File: config.mk
export PLATFORM = sky130hd
export DESIGN_NAME = seq_detect_fsm
export DESIGN_NICKNAME = d
export VERILOG_FILES = /design/src/rtl/seq_detect_fsm.sv
export SDC_FILE = /design/constraint.sdc
export NUM_CORES = 1
export LEC_CHECK = 0
export CORE_AREA = 2 2 39 41
export CTS_CLUSTER_DIAMETER = 150
export DETAILED_ROUTE_END_ITERATION = 8
export DIE_AREA = 0 0 41 43
export RECOVER_POWER = 25
export SYNTH_ARGS = -nofsm -noshare
export SYNTH_HDL_FRONTEND = slang
export SYNTH_SLANG_ARGS = --single-unit
File: constraint.sdc
create_clock -name clk -period 1.7 [get_ports clk]
set_clock_uncertainty 0.05 [all_clocks]
set_input_delay 0.51 -clock clk [delete_from_list [all_inputs] [get_ports clk]]
set_output_delay 0.51 -clock clk [all_outputs]
set_load 0.05 [all_outputs]
File: src/rtl/seq_detect_fsm.sv
`default_nettype none
// ============================================================================
//  Module   : seq_detect_fsm
//  Brief    : Serial pattern detector. Shifts in one bit per enabled clock,
//             compares the most recent PAT_W bits against PATTERN and emits a
//             registered one-cycle match pulse (optional overlap). An optional
//             saturating hit counter is built when SEQ_DET_COUNT_EN is defined.
//  Config   : `define SEQ_DET_COUNT_EN  -> build the saturating hit counter
//  Revision : 1.0  initial release
// ============================================================================
module seq_detect_fsm #(
    parameter int             PAT_W   = 4,
    parameter logic [PAT_W-1:0] PATTERN = 4'b1011,
    parameter bit             OVERLAP = 1'b1,
    parameter int             CNT_W   = 8
) (
    input  logic                         clk,
    input  logic                         rst,
    input  logic                         en,
    input  logic                         din,
    output logic                         match,
    output logic [$clog2(PAT_W+1)-1:0]   fill,
    output logic [CNT_W-1:0]             hit_count
);

    localparam int                FILL_W     = $clog2(PAT_W + 1);
    localparam logic [FILL_W-1:0] c_FILL_MAX = FILL_W'(PAT_W);
    localparam logic [FILL_W-1:0] c_FILL_ONE = FILL_W'(1);

    logic [PAT_W-1:0]  r_window;
    logic [FILL_W-1:0] r_fill;
    logic              r_match;

    logic [PAT_W-1:0]  w_window_n;
    logic [FILL_W-1:0] w_fill_n;
    logic              w_hit;

    // Candidate next window/fill and the hit decision for an accepted bit.
    // The fill qualifier stops the zero-initialised window from matching an
    // all-zero pattern before PAT_W real bits have arrived.
    always_comb begin
        w_window_n = (r_window << 1) | {{(PAT_W-1){1'b0}}, din};
        w_fill_n   = (r_fill == c_FILL_MAX) ? c_FILL_MAX : (r_fill + c_FILL_ONE);
        w_hit      = en && (w_fill_n == c_FILL_MAX) && (w_window_n == PATTERN);
    end

    // Window, fill and match registers; a hit without overlap restarts fill.
    always_ff @(posedge clk) begin
        if (rst) begin
            r_window <= '0;
            r_fill   <= '0;
            r_match  <= 1'b0;
        end else begin
            r_match <= w_hit;
            if (en) begin
                r_window <= w_window_n;
                r_fill   <= (w_hit && !OVERLAP) ? '0 : w_fill_n;
            end
        end
    end

    assign match = r_match;
    assign fill  = r_fill;

`ifdef SEQ_DET_COUNT_EN
    localparam logic [CNT_W-1:0] c_CNT_MAX = {CNT_W{1'b1}};
    localparam logic [CNT_W-1:0] c_CNT_ONE = CNT_W'(1);

    logic [CNT_W-1:0] r_hit_count;

    // Saturating hit counter, updated on the same edge as match.
    always_ff @(posedge clk) begin
        if (rst) begin
            r_hit_count <= '0;
        end else if (w_hit && (r_hit_count != c_CNT_MAX)) begin
            r_hit_count <= r_hit_count + c_CNT_ONE;
        end
    end

    assign hit_count = r_hit_count;
`else
    assign hit_count = '0;
`endif

endmodule
`default_nettype wire

==> flow_metrics.py <==
metrics = {
    "finish": {
        "n_antenna_cell": 0,
        "final_net_count": 64,
        "drive_gt1_frac": 0.1930,
        "areaGrowthSynthToFinish_pct": 38.03,
        "postLayoutCellArea_um2": 526.8,
    },
    "floorplanning": {
        "die_h_um": 43,
        "die-area_mm2": 0.001763,
        "core_area_mm2": 0.001384,
        "die_w_um": 41,
        "rows": 14,
        "io_pins": 16,
        "start_util": 0.2758,
    },
    "power_and_ir_drop": {
        "pwr-share-seq": 0.404,
        "p_switching_uw": 138.1,
        "power_frac_clock": 0.340,
        "p_sw_frac": 0.3164,
        "powerDensity_mw_per_mm2": 828.6,
        "p_int_uw": 298.4,
        "power_uw": 436.5,
        "p_leak_nw": 0.2437,
        "ir_drop_v": 0.0005101,
        "combPwrFrac": 0.256,
    },
    "clock_tree": {
        "cts_tree": "done",
        "h-tree-depth": 1,
        "clock_latency_ns": 0.25,
        "clkTransAtPathRegs_ns": 0.05,
        "clock_sinks": 7,
        "cts-root-buf": "clkbuf_4",
        "cts_setup_buffers": 0,
        "cts_buffer_depth": 2,
        "ctsResizeCount": 0,
        "cts_made_buffers": 3,
        "ctsHoldBuffers": 0,
    },
    "yosys": {
        "synth_top_area_cell": "dfxtp_1",
        "ys_ff_latch": 7,
        "synth.distinct_cells": 17,
        "syn_area_um2": 381.6,
        "postSynthCellCount": 43,
        "ys_seq_area_frac": 0.3672,
        "synth.avg_cell_area_um2": 8.875,
        "yosysTopAreaCellShare": 0.3672,
        "synthTopCellsByArea": "dfxtp_1, buf_4, mux2i_1",
        "ys.warnings.count": 0,
    },
    "worst_setup_path": {
        "cp-end-kind": "register",
        "cp-start-kind": "input pin",
        "cp.required_ns": 1.81,
        "crit_type": "input pin to register",
        "ff2ff_setup_slack_ns": 0.44,
        "critPathLaunch": "en",
        "regToRegStartpoint": "fill[1]$_SDFFE_PP0P_",
        "cp_max_fo": 5,
        "crit_arrival_ns": 1.66,
        "reg2reg_to": "match$_SDFF_PP0_",
        "ff2ff_path_depth": 5,
    },
    "routing": {
        "vias": 311,
        "drtIter0Drc": 3,
        "wl_um": 594,
        "viasPerCell": 4.260,
        "wl_per_cell_um": 8.137,
        "firstDrtPassIters": 4,
        "ant_nets": 0,
        "drc_errors": 0,
    },
    "sta": {
        "timing.final.max_slew_violations": 0,
        "rsz0062_at_grt": "false",
        "fin_crit_ns": 1.549,
        "finalSetupViolations": 0,
        "max_freq_mhz": 645.5,
        "period_share": 0.9113,
        "final_hold_viol_count": 0,
        "fin_setup_tns_ns": 0,
        "hold_ws_ns": 0.4327,
    },
    "grt": {
        "grt_overflow": 0,
        "grt.total_usage": 0.08972,
        "grt_pass1_wl_um": 966,
        "grt_max_degree": 6,
        "grt_antenna_before_repair": 0,
        "grt_pass1_vias": 243,
    },
    "flow_run": {
        "maxCapViolCount": 0,
    },
    "min_path": {
        "hp-start": "r_window[0]$_SDFFE_PP0P_",
        "hp-class": "register to register",
        "hold_depth": 2,
        "hold-path-endpoint": "r_window[0]$_SDFFE_PP0P_",
    },
    "placed_design": {
        "dp_hpwl_um": 469.3,
        "place_area_um2": 504.2,
        "gp_congestion": 0.6948,
        "io_buffers": 7,
    },
    "outcome": {
        "status": "finished, final reports clean",
    },
}
==> worst max-delay path by stage <==
| stage | end | slack (ns) | cells after the start |
|---|---|---|---|
| 2_1_floorplan | match$_SDFF_PP0_ | 0.11 | 5 |
| 3_3_place_gp | fill[2]$_SDFFE_PP0P_ | 0.11 | 4 |
| 3_5_place_dp | fill[2]$_SDFFE_PP0P_ | 0.1 | 4 |
| 4_1_cts | fill[2] | 0.26 | 1 |
| 5_1_grt | fill[2]$_SDFFE_PP0P_ | 0.13 | 4 |
| 6_report | fill[2]$_SDFFE_PP0P_ | 0.15 | 4 |
==> power groups by stage <==
stage	clock network (mW)	registers [mW]	logic (mW)
final	0.149	0.176	0.112
after floorplan	0	0.193	0.0766
after detailed placement	0	0.180	0.114
after global placement	0	0.180	0.112
after global routing	0.171	0.177	0.120
after CTS	0.157	0.176	0.114
==> cells by family after synthesis <==
logic type	after synthesis	share of synthesized area
AND/OR/NAND/NOR	13	0.1836
flip-flops	7	0.3672
buffers and inverters	11	0.2066
other	1	0.009827
AO/OA/AOI/OAI	6	0.08852
multiplexers	3	0.07869
adder cells (fa/ha/maj)	2	0.06556
==> metal layers <==
layer	track usage	up-vias	part of all wire
li1	-	156	-
met1	0.09121	140	0.42
met2	0.1250	15	0.48
met3	0.07853	0	0.098
met4	0.04000	0	0
met5	0	-	0
==> per-stage QoR <==
stage / utilization / instances / setup WS, ns
floorplan: - / 50 / 0.1062
global placement: 0.3644 / 69 / 0.1098
detailed placement: 0.3644 / 69 / 0.09644
CTS: 0.3834 / 73 / 0.2645
global route: 0.3807 / 73 / 0.1303
finish: 0.3807 / 73 / 0.1508
==> synthesized netlist by cell type <==
library cell	n
dfxtp_1	7
and3b_1	1
and2b_1	1
nand2b_1	3
nor3_1	1
buf_4	8
nor2_1	3
buf_6	1
nand2_1	2
a311oi_1	1
conb_1	1
and3_1	1
ha_1	2
inv_1	2
mux2i_1	3
a21oi_1	5
nand3_1	1
==> worst max-delay path: stages <==
cell,delay (ns)
dlygate4sd3_1,0.57
clkbuf_1,0.23
a21oi_1,0.10
a311oi_1,0.24
==> sequential cells by signal, summed over array words and instances, names as in the netlist <==
| signal | count |
|---|---|
| r_window | 3 |
| fill | 3 |
| match | 1 |
==> layout make-up <==
cell class	instances	area (µm²)
fill	149	857.1
multi-input combinational	32	188.9
timing repair buffer	12	143.9
sequential	7	140.1
clock buffer	4	26.28
tap	16	20.02
inverter	2	7.507
==> cells in the final DEF, fill, tap and decap left out, drive strengths merged, types with 2 or more instances in the layout <==
cell type,n
a21oi,5
buf,8
clkbuf,5
clkdlybuf4s50,2
conb,8
dfxtp,7
ha,2
inv,2
mux2i,3
nand2,2
nand2b,3
nor2,3
(Power assumes the default switching activity.)
